===== src/rtl/mips_run_monitor.sv =====
// Run controller and circular PC/instruction trace monitor for the 16-bit MIPS core.
// Define MON_CHECKSUM_EN to add a rotate-xor signature of alu_result over each run.
module mips_run_monitor #(
  parameter int          DATA_W      = 16,
  parameter int          TRACE_DEPTH = 16,
  parameter int          MAX_CYCLES  = 1000,
  parameter int          STALL_LIMIT = 4,
  parameter logic [3:0]  HALT_OP     = 4'hF,
  localparam int         CNT_W       = $clog2(MAX_CYCLES + 1),
  localparam int         IDX_W       = $clog2(TRACE_DEPTH)
) (
  input  logic              clk,
  input  logic              rst,
  input  logic              start,
  input  logic [DATA_W-1:0] pc,
  input  logic [DATA_W-1:0] instr,
  input  logic [DATA_W-1:0] alu_result,
  output logic              core_en,
  output logic              running,
  output logic              done,
  output logic [1:0]        halt_reason,
  output logic [CNT_W-1:0]  cycle_count,
  output logic [IDX_W:0]    trace_count,
  input  logic              trace_rd_en,
  input  logic [IDX_W-1:0]  trace_rd_idx,
  output logic              trace_rd_valid,
  output logic [DATA_W-1:0] trace_rd_pc,
  output logic [DATA_W-1:0] trace_rd_instr,
`ifdef MON_CHECKSUM_EN
  output logic [DATA_W-1:0] checksum,
`endif
  output logic [1:0]        dbg_state
);

  localparam int TC_W  = IDX_W + 1;
  localparam int STL_W = $clog2(STALL_LIMIT + 1);

  typedef enum logic [1:0] {
    ST_IDLE = 2'd0,
    ST_RUN  = 2'd1,
    ST_DONE = 2'd2
  } state_t;

  state_t            r_state;
  logic [DATA_W-1:0] r_mem_pc    [TRACE_DEPTH];
  logic [DATA_W-1:0] r_mem_instr [TRACE_DEPTH];
  logic [IDX_W-1:0]  r_wr_ptr;
  logic [STL_W-1:0]  r_stall_cnt;
  logic [DATA_W-1:0] r_prev_pc;
  logic              r_first;
  logic [CNT_W-1:0]  r_cycle_count;
  logic [TC_W-1:0]   r_trace_count;
  logic [1:0]        r_halt_reason;
  logic              r_rd_valid;
  logic [DATA_W-1:0] r_rd_pc;
  logic [DATA_W-1:0] r_rd_instr;

  logic              w_run;
  logic              w_start_ok;
  logic              w_full;
  logic [STL_W-1:0]  w_stall_next;
  logic              w_hit_halt;
  logic              w_hit_stall;
  logic              w_hit_limit;
  logic [IDX_W-1:0]  w_rd_slot;
  logic              w_rd_in_range;

  assign w_run       = (r_state == ST_RUN);
  assign w_start_ok  = start && (r_state != ST_RUN);
  assign w_full      = (r_trace_count == TC_W'(TRACE_DEPTH));

  // The first RUN cycle has no meaningful previous PC, so it never counts as a repeat.
  assign w_stall_next = ((pc == r_prev_pc) && !r_first) ? (r_stall_cnt + STL_W'(1)) : '0;
  assign w_hit_halt   = (instr[DATA_W-1 -: 4] == HALT_OP);
  assign w_hit_stall  = (w_stall_next == STL_W'(STALL_LIMIT));
  assign w_hit_limit  = ((r_cycle_count + CNT_W'(1)) == CNT_W'(MAX_CYCLES));

  // Once the ring has wrapped, index 0 (oldest) lives at the write pointer.
  assign w_rd_slot     = w_full ? (r_wr_ptr + trace_rd_idx) : trace_rd_idx;
  assign w_rd_in_range = ({1'b0, trace_rd_idx} < r_trace_count);

  // Trace storage: no reset; only slots below trace_count are ever exposed.
  always_ff @(posedge clk) begin
    if (w_run) begin
      r_mem_pc[r_wr_ptr]    <= pc;
      r_mem_instr[r_wr_ptr] <= instr;
    end
  end

  always_ff @(posedge clk or posedge rst) begin
    if (rst) begin
      r_state       <= ST_IDLE;
      r_wr_ptr      <= '0;
      r_stall_cnt   <= '0;
      r_prev_pc     <= '0;
      r_first       <= 1'b0;
      r_cycle_count <= '0;
      r_trace_count <= '0;
      r_halt_reason <= 2'b00;
      r_rd_valid    <= 1'b0;
      r_rd_pc       <= '0;
      r_rd_instr    <= '0;
    end else begin
      // Trace read: trace_rd_en is a single-cycle request that is always accepted;
      // trace_rd_valid is high exactly the next cycle, with the slot's pre-write data.
      r_rd_valid <= trace_rd_en;
      if (trace_rd_en) begin
        r_rd_pc    <= w_rd_in_range ? r_mem_pc[w_rd_slot]    : '0;
        r_rd_instr <= w_rd_in_range ? r_mem_instr[w_rd_slot] : '0;
      end

      case (r_state)
        ST_IDLE, ST_DONE: begin
          if (start) begin
            r_cycle_count <= '0;
            r_trace_count <= '0;
            r_wr_ptr      <= '0;
            r_stall_cnt   <= '0;
            r_halt_reason <= 2'b00;
            r_first       <= 1'b1;
            r_state       <= ST_RUN;
          end
        end
        ST_RUN: begin
          r_wr_ptr      <= r_wr_ptr + IDX_W'(1);
          r_cycle_count <= r_cycle_count + CNT_W'(1);
          if (!w_full) begin
            r_trace_count <= r_trace_count + TC_W'(1);
          end
          r_stall_cnt <= w_stall_next;
          r_prev_pc   <= pc;
          r_first     <= 1'b0;
          if (w_hit_halt) begin
            r_halt_reason <= 2'b11;
            r_state       <= ST_DONE;
          end else if (w_hit_stall) begin
            r_halt_reason <= 2'b01;
            r_state       <= ST_DONE;
          end else if (w_hit_limit) begin
            r_halt_reason <= 2'b10;
            r_state       <= ST_DONE;
          end
        end
        default: r_state <= ST_IDLE;
      endcase
    end
  end

`ifdef MON_CHECKSUM_EN
  logic [DATA_W-1:0] r_checksum;

  always_ff @(posedge clk or posedge rst) begin
    if (rst) begin
      r_checksum <= '0;
    end else if (w_start_ok) begin
      r_checksum <= '0;
    end else if (w_run) begin
      r_checksum <= {r_checksum[DATA_W-2:0], r_checksum[DATA_W-1]} ^ alu_result;
    end
  end

  assign checksum = r_checksum;
`else
  logic w_unused_alu;
  assign w_unused_alu = ^{alu_result, w_start_ok};
`endif

  assign core_en        = w_run;
  assign running        = w_run;
  assign done           = (r_state == ST_DONE);
  assign halt_reason    = r_halt_reason;
  assign cycle_count    = r_cycle_count;
  assign trace_count    = r_trace_count;
  assign trace_rd_valid = r_rd_valid;
  assign trace_rd_pc    = r_rd_pc;
  assign trace_rd_instr = r_rd_instr;
  assign dbg_state      = r_state;

endmodule


===== config.mk =====
export PLATFORM = sky130hd
export DESIGN_NAME = mips_run_monitor
export DESIGN_NICKNAME = d
export VERILOG_FILES = /design/src/rtl/mips_run_monitor.sv
export SDC_FILE = /design/constraint.sdc
export NUM_CORES = 1
export LEC_CHECK = 0
export ABC_AREA = 1
export CAP_MARGIN = 20
export CORE_ASPECT_RATIO = 0.7
export CORE_MARGIN = 8
export CORE_UTILIZATION = 26
export DETAILED_ROUTE_END_ITERATION = 7
export HOLD_SLACK_MARGIN = 0.15
export REMOVE_ABC_BUFFERS = 1
export SYNTH_ARGS = -nofsm -noshare
export SYNTH_HDL_FRONTEND = slang
export SYNTH_SLANG_ARGS = --single-unit

===== constraint.sdc =====
create_clock -name clk -period 6 [get_ports clk]
set_clock_uncertainty 0.05 [all_clocks]
set_input_delay 1.8 -clock clk [delete_from_list [all_inputs] [get_ports clk]]
set_output_delay 1.8 -clock clk [all_outputs]
set_load 0.005 [all_outputs]

Yosys cells after proc, flatten, opt, wreduce, memory -nomap -nowiden:

Memory sizes are Yosys's and may differ from the RTL's.
Cells that the tools add are included.

* bits in registers: 76
* RAM bits: 512
* input bits: 56
* logic and storage cells: 64
* memories kept: 2

Memory list
* r_mem_instr: words 16, bits a word 16, rd ports 1, clocked after Yosys merged registers in 0, wr ports 1, line 46 `logic [DATA_W-1:0] r_mem_instr [TRACE_DEPTH];`
* r_mem_pc: words 16, bits a word 16, rd ports 1, clocked after Yosys merged registers in 0, wr ports 1, line 45 `logic [DATA_W-1:0] r_mem_pc [TRACE_DEPTH];`

* $add $sub $neg: 5
* magnitude comparators: 1
* equality and inequality tests: 10
* muxes and demuxes: 26
* reduce and logical (&&, ||, !) cells: 9

Operators by type and width (number)
* $mux 16: 2
* $pmux 10 s2: 1
* $eq 16x16->1: 1
* $mux 2: 7
* $add 10x1->10 const B: 1
* $eq 10x10->1 const B: 1
* $mux 10: 1
* $mux 5: 2
* $pmux 5 s2: 1
* $mux 4: 2
* $pmux 2 s2: 2
* $pmux 4 s2: 1
* $mux 3: 2
* $pmux 3 s2: 1
* $reduce_and 3->1: 2
* $add 5x1->5 const B: 1
* $eq 5x5->1 const B: 1
* $lt 4x5->1: 1
* $add 4x1->4 const B: 1
* $add 4x4->4: 1
* $eq 4x4->1 const B: 1
* $ne 2x2->1 const B: 2
* $ne 4x1->1 const B: 1
* $reduce_and 2->1: 2
* other kinds (11): 13

Logic depth before layout (Yosys ltp):

Gate-level depths: netlist (run 1).

* word-level depth: 7
* gate-level depth with buffers: 14
* mapped depth without buffers: 13

Worst setup path before layout (run 1):

OpenSTA, ideal clock, no wires.

* path type: in2reg
* from: input port trace_rd_idx[0]
* to: register r_rd_instr[15], in the netlist trace_rd_instr[15]
* setup time: 0.118 ns
* arrival: 3.317 ns
* required time: 5.832 ns
* slack: 2.515 ns
* cell stages on the path: 11
* path buffers: 2
* path through: ha_1 -> inv_1 -> fa_1 -> o21ai_2 -> buf_6 -> buf_2 -> nand3_1 -> nand3_1 -> nand3_1 -> nand3_1 -> nand2_1

* word-level cells in the longest chain between the ends: 4
* elaborated cells between the ends (all ways): 5
* classes of those cells: add/sub (1); order compare (1); mux (2); memory (1)

Ends and longest elaborated chain
* start, declared: line 25 `input logic [IDX_W-1:0] trace_rd_idx,`
* $add 4x4->4: line 79 `assign w_rd_slot = w_full ? (r_wr_ptr + trace_rd_idx) : trace_rd_idx;`
* $mux 4: line 79
* $mem_v2 16x16
* $mux 16 (*): line 109 `r_rd_instr <= w_rd_in_range ? r_mem_instr[w_rd_slot] : '0;`
* end signal, assigned: line 109
* end, declared: line 56 `logic [DATA_W-1:0] r_rd_instr;`

Mark *: on every way between the ends. The rest lies on a longest branch, timed or not.
A chain may end at the register's enable or synchronous reset.

Final worst setup path (run 1):

* from: input port trace_rd_idx[0]
* to: register r_rd_instr[14], in the netlist trace_rd_instr[14]

The elaborated chain is that of the path after synthesis.

==> flow_metrics.py, run 1 <==
metrics = {
    "synthesis": {
        "yosys.area.top_type_share_pct": 63.8,
        "synthArstFlopShare_pct": 12.9,
        "ys_ff_latch": 588,
        "synth_warnings": 0,
        "synthFlopType": "edfxtp_1",
        "yosysTopAreaCell": "edfxtp_1",
        "yosys-top-cells-area": "edfxtp_1 64%, nand2_1 11%, nand3_1 10%",
        "yosysUniqueCellTypes": 33,
        "synth_area_per_cell_um2": 11.5,
        "synth.yosys.seq_area_share_pct": 71.6,
        "synth_cells": 2089,
        "netlist_area_um2": 24100,
        "synth-edff-count": 512,
    },
    "grt": {
        "grt_pass1_wl_um": 96100,
        "grtUsageMet1_pct": 15.7,
        "grt_pass1_vias": 15120,
        "grt_usage_pct": 12.0,
        "grt_util_met3_pct": 3.06,
        "antenna_found_initial": 4,
        "grt_max_degree": 129,
        "grt.met2_usage_pct": 19.5,
        "busiest_layer": "met2",
        "overflow": 0,
    },
    "floorplan": {
        "io_pins": 111,
        "core_um2": 91900,
        "rows": 93,
        "die_h_um": 271,
        "die_x_um": 380,
        "dieArea_um2": 103000,
        "initial_core_util_pct": 26.2,
    },
    "clocking": {
        "numCtsBuffers": 58,
        "ctsHoldBuffers": 0,
        "postCtsSetupRepairBufs": 0,
        "clkSinkCount": 588,
        "cts_max_path_buffers": 3,
        "cts_max_level": 2,
        "cts_root_buffer": "clkbuf_16",
        "cts_tree": "built",
        "insertion_delay_ns": 0.63,
        "clkSlewWorstSetupHoldPaths_ns": 0.06,
        "cts_resized": 0,
    },
    "drt": {
        "drt_iter0_markers": 1574,
        "drc": 0,
        "ant_nets": 0,
        "wl_per_cell_um": 18.5,
        "via_per_inst": 4.47,
        "drt_wl_total_um": 64100,
        "first_pass_iters": 5,
        "dr_total_vias": 15505,
    },
    "timing": {
        "timing.fmax_mhz": 240,
        "fin_ws_ns": 1.83,
        "slew_headroom_pct": 45.2,
        "tns_ns": 0,
        "final_hold_viol_count": 0,
        "worst_slew_pin_slew_ns": 0.822,
        "fin_crit_sh_pct": 69.5,
        "setup_violations": 0,
        "min_period_ns": 4.17,
        "slew_viol_final": 0,
        "rsz0062_at_grt": "false",
    },
    "layout": {
        "drive_gt1_share_pct": 7.85,
        "final_core_util_pct": 31.1,
        "final_area_um2": 28600,
        "nFillCells": 9238,
        "layout_common_cells": "691 x nand2_1, 512 x edfxtp_1, 489 x nand3_1",
        "nNetsFinal": 2249,
        "area_delta_synth_final_pct": 18.4,
        "layout_commonest_cell": "nand2_1",
    },
    "placed_design": {
        "post-place-ws_ns": 1.18,
        "numPortBuffers": 94,
        "routabilityCongestion": 0.731,
        "dpl_cell_area_um2": 26600,
        "dp_hpwl_um": 33200,
    },
    "worst_setup_path": {
        "crit_fanout": 41,
        "critPathLaunchType": "primary input",
        "arrival_ns": 4.60,
        "critPathCaptureType": "flip-flop",
        "critPathKind": "primary input to flip-flop",
        "required_ns": 6.44,
    },
    "power_and_ir_drop": {
        "p_total_mw": 10.4,
        "power_density_nw_per_um2": 363,
        "leakage_nw": 10.4,
        "peakVddDrop_v": 0.000269,
    },
    "job": {
        "cap_violations": 0,
    },
    "hold_path": {
        "hp-class": "flip-flop to flip-flop",
    },
    "run_status": {
        "status": "finished clean",
    },
}
[flip-flops by register name (all words and copies together), names as in the netlist]
name / flops
halt_reason: 2
r_wr_ptr: 4
r_first: 1
cycle_count: 10
trace_rd_pc: 16
trace_count: 5
dbg_state: 2
trace_rd_valid: 1
trace_rd_instr: 16
r_mem_pc: 256
r_stall_cnt: 3
r_mem_instr: 256
r_prev_pc: 16
[worst max-delay path: stages]
cell,delay (ns)
clkdlybuf4s50_1,0.53
ha_1,0.16
inv_1,0.06
fa_1,0.55
o21ai_4,0.10
inv_4,0.43
buf_4,0.39
nand3_1,0.11
nand3_1,0.11
nand3_1,0.07
nand3_1,0.19
nand2_1,0.07
[cell families after synthesis]
family | synth area share [%]
flip-flops | 71.6
XOR/XNOR | 0.363
AO/OA/AOI/OAI | 1.17
adder cells (fa/ha/maj) | 0.809
AND/OR/NAND/NOR | 22.2
buffers and inverters | 3.84
[synthesized netlist by cell type (2+ instances only)]
cell      count
nand2_1     691
edfxtp_1    512
nand3_1     489
dfrtp_1      76
buf_2        62
inv_1        62
nor2_1       48
o21ai_0      29
buf_4        21
clkbuf_1     18
ha_1         14
buf_6        12
a21oi_1       6
nand4_1       6
o22ai_1       5
xnor2_1       5
xor2_1        5
nor3_1        4
buf_1         3
inv_2         3
o21ai_2       3
nand2_2       2
nand3b_1      2
o32ai_1       2
[report_power, final]
part / switching, mW / total [mW] / internal (mW)
Clock: 1.55 / 3.70 / 2.15
Sequential: 0.161 / 5.05 / 4.89
Combinational: 1.09 / 1.62 / 0.528
[layout make-up]
| type | count | area (um^2) | area share (%) |
|---|---|---|---|
| tap | 1235 | 1550 | 5.41 |
| clock inverter | 24 | 248 | 0.868 |
| sequential | 588 | 17300 | 60.5 |
| timing repair buffer | 145 | 1420 | 4.99 |
| clock buffer | 86 | 1710 | 5.98 |
| inverter | 65 | 249 | 0.872 |
| multi-input combinational | 1320 | 6100 | 21.4 |
| antenna | 2 | 5.00 | 0.0175 |
[metrics by stage]
step	std cells	hold slack [ns]
CTS	3463	0.428
global route	3463	0.449
floorplan	1973	0.393
finish	3465	0.426
global placement	3353	0.416
detailed placement	3353	0.412
[routing by layer]
metal	routed length [um]	share of wire (%)	vias up
met5	27	0.042	-
met4	1770	2.8	4
met3	4620	7.2	113
met2	30000	47	447
met1	27700	43	7484
li1	-	-	7457
[worst paths after layout]
path / startpoint / to / slack [ns] / cells after the start
min reg2reg: halt_reason[1]$_DFFE_PP0P_ / halt_reason[1]$_DFFE_PP0P_ / 0.43 / 2
max in group asynchronous: rst / r_prev_pc[6]$_DFFE_PP0P_ / 3.24 / 3
max reg2reg: dbg_state[0]$_DFFE_PP0P_ / r_mem_pc[3][14]$_DFFE_PP_ / 3.02 / 6
max: trace_rd_idx[0] / trace_rd_instr[14]$_DFFE_PP0P_ / 1.83 / 12
min: halt_reason[1]$_DFFE_PP0P_ / halt_reason[1]$_DFFE_PP0P_ / 0.43 / 2
min in group asynchronous: rst / trace_rd_instr[5]$_DFFE_PP0P_ / 1.66 / 2
(Power assumes the default switching activity.)
==> run 2: changes to the inputs <==
clock period = 4.33 ns   (was 6 ns; I/O delays follow)
==> run 2 against run 1 <==
Effect of this change: routed wire length grew 3.6%; worst hold slack better by 0.00074 ns; worst setup slack got worse by 0.96 ns; via count grew 1.4%; clock power grew 35%; non-clock buffer count grew 35; utilization up 0.42 points; global-route usage grew 0.48 points; total power up 38%; register-to-register slack got worse by 1.5 ns; flip-flop and latch count stayed put; sequential power grew 39%; critical path type unchanged.
==> flow_metrics.py, run 2 (synthesis results as in run 1) <==
metrics = {
    "job": {
        "cap_violations": 0,
    },
    "drt": {
        "drt_iter0_markers": 1642,
        "wl_per_cell_um": 19.0,
        "drc": 0,
        "drt_wl_total_um": 66400,
        "ant_nets": 0,
        "dr_total_vias": 15726,
        "first_pass_iters": 5,
        "via_per_inst": 4.49,
    },
    "clocking": {
        "insertion_delay_ns": 0.63,
        "postCtsSetupRepairBufs": 0,
        "clkSlewWorstSetupHoldPaths_ns": 0.06,
        "cts_tree": "built",
        "clkSinkCount": 588,
        "cts_max_level": 2,
        "ctsHoldBuffers": 0,
        "cts_max_path_buffers": 3,
        "numCtsBuffers": 58,
        "cts_root_buffer": "clkbuf_16",
        "cts_resized": 0,
    },
    "power_and_ir_drop": {
        "power_density_nw_per_um2": 496,
        "leakage_nw": 10.6,
        "p_total_mw": 14.4,
        "peakVddDrop_v": 0.000293,
    },
    "hold_path": {
        "whs_path_depth": 2,
        "hp-class": "flip-flop to flip-flop",
        "hold_end": "trace_rd_instr[11]$_DFFE_PP0P_",
        "min_from": "trace_rd_instr[11]$_DFFE_PP0P_",
    },
    "timing": {
        "setup_violations": 0,
        "min_period_ns": 3.46,
        "rsz0062_at_grt": "false",
        "worst_slew_pin_slew_ns": 0.835,
        "slew_headroom_pct": 44.2,
        "final_hold_viol_count": 0,
        "timing.fmax_mhz": 289,
        "fin_crit_sh_pct": 79.8,
        "slew_viol_final": 0,
    },
    "worst_setup_path": {
        "rrSetupSlack_ns": 1.48,
        "critPathLaunchType": "primary input",
        "crit_fanout": 29,
        "critPathCaptureType": "flip-flop",
        "slowest_stage": "clkdlybuf4s50_1",
        "r2r_cells": 6,
        "critPathKind": "primary input to flip-flop",
        "r2r_start": "dbg_state[0]$_DFFE_PP0P_",
        "required_ns": 4.80,
        "cp_common_cell": "nand3_1",
        "r2r_end": "r_mem_instr[7][0]$_DFFE_PP_",
        "path_cells": "clkdlybuf4s50_1 -> ha_1 -> inv_1 -> fa_1 -> o21ai_4 -> inv_4 -> buf_4 -> nand3_1 -> nand3_1 -> nand3_1 -> nand3_1 -> nand2_1",
        "arrival_ns": 3.93,
        "critPathMaxStageDelay_ns": 0.55,
    },
    "grt": {
        "grt_max_degree": 63,
        "grt_pass1_wl_um": 99000,
        "antenna_found_initial": 5,
        "grt_usage_pct": 12.5,
        "grt_pass1_vias": 15132,
        "overflow": 0,
    },
    "placed_design": {
        "routabilityCongestion": 0.759,
        "numPortBuffers": 94,
        "dp_hpwl_um": 37800,
        "placedCellCount": 3388,
    },
    "floorplan": {
        "io_pins": 111,
        "die_x_um": 380,
        "die_h_um": 271,
        "initial_core_util_pct": 26.2,
        "core_um2": 91900,
        "rows": 93,
        "dieArea_um2": 103000,
    },
    "layout": {
        "nNetsFinal": 2284,
        "nFillCells": 9231,
        "final_cells": 3499,
        "layout_common_cells": "691 x nand2_1, 512 x edfxtp_1, 489 x nand3_1",
        "largestRegisters": "r_mem_instr x256, r_mem_pc x256",
        "layout_commonest_cell": "nand2_1",
        "area_delta_synth_final_pct": 20.0,
        "drive_gt1_share_pct": 8.89,
    },
    "run_status": {
        "status": "finished clean",
    },
}
run 2: cell types whose count changed in the layout (fill, tap and decap cells not counted), moves of 2 or more:
| cell | previous run | this run |
|---|---|---|
| buf_12 | 8 | 23 |
| buf_4 | 43 | 63 |
| bufinv_16 | 4 | 1 |
| clkbuf_1 | 14 | 23 |
| clkbuf_16 | 59 | 62 |
| clkinv_2 | 9 | 5 |
| clkinv_4 | 0 | 3 |
| clkinvlp_4 | 4 | 0 |
| inv_6 | 2 | 0 |
run 2: critical path, delay by kind of cell:
family / cells / cell delay, ns
buf+inv: 4 / 1.21
simple gates: 5 / 0.59
compound gates: 1 / 0.13
fa+ha+maj: 2 / 0.69
run 2: worst max-delay path by stage:
stage | slack [ns] | from | endpoint
after floorplan | -2.66 | trace_rd_idx[0] | trace_rd_instr[14]$_DFFE_PP0P_
after global placement | 0.30 | trace_rd_idx[0] | trace_rd_pc[8]$_DFFE_PP0P_
after detailed placement | 0.26 | trace_rd_idx[0] | trace_rd_pc[8]$_DFFE_PP0P_
after CTS | 0.94 | trace_rd_idx[0] | trace_rd_pc[8]$_DFFE_PP0P_
after global routing | 0.78 | trace_rd_idx[0] | trace_rd_pc[8]$_DFFE_PP0P_
final | 0.87 | trace_rd_idx[0] | trace_rd_pc[8]$_DFFE_PP0P_
run 2: where the power goes:
group | switching, mW | total [mW] | internal, mW
registers | 0.228 | 7.01 | 6.78
clock network | 2.13 | 5.01 | 2.88
logic | 1.54 | 2.34 | 0.795
run 2: through the flow:
step,TNS [ns],worst slack [ns],hold slack (ns),util (%),area [um^2]
2_1_floorplan,-81.72,-2.66,0.393,-,23400
3_3_place_gp,0,0.297,0.411,29.4,27000
3_5_place_dp,0,0.257,0.413,29.4,27000
4_1_cts,0,0.944,0.430,31.5,28900
5_1_grt,0,0.785,0.445,31.5,28900
6_report,0,0.873,0.426,31.5,28900
run 2: layout make-up:
type / instances / area (um^2) / share of cell area, %
Antenna cell: 2 / 5.00 / 0.0173
Clock buffer: 97 / 1800 / 6.23
Clock inverter: 12 / 92.6 / 0.320
Inverter: 65 / 249 / 0.860
Multi-Input combinational cell: 1320 / 6100 / 21.1
Sequential cell: 588 / 17300 / 59.7
Tap cell: 1235 / 1550 / 5.34
Timing Repair Buffer: 180 / 1870 / 6.48
run 2: layer usage:
metal  vias to the layer above  global-route usage (%)  part of all wire [%]
met1                      7559                    17.4                    44
met4                         4                    2.84                   1.7
met5                         -                       0                 0.042
li1                       7544                       -                     -
met2                       527                    19.5                    45
met3                        92                    3.29                   9.0
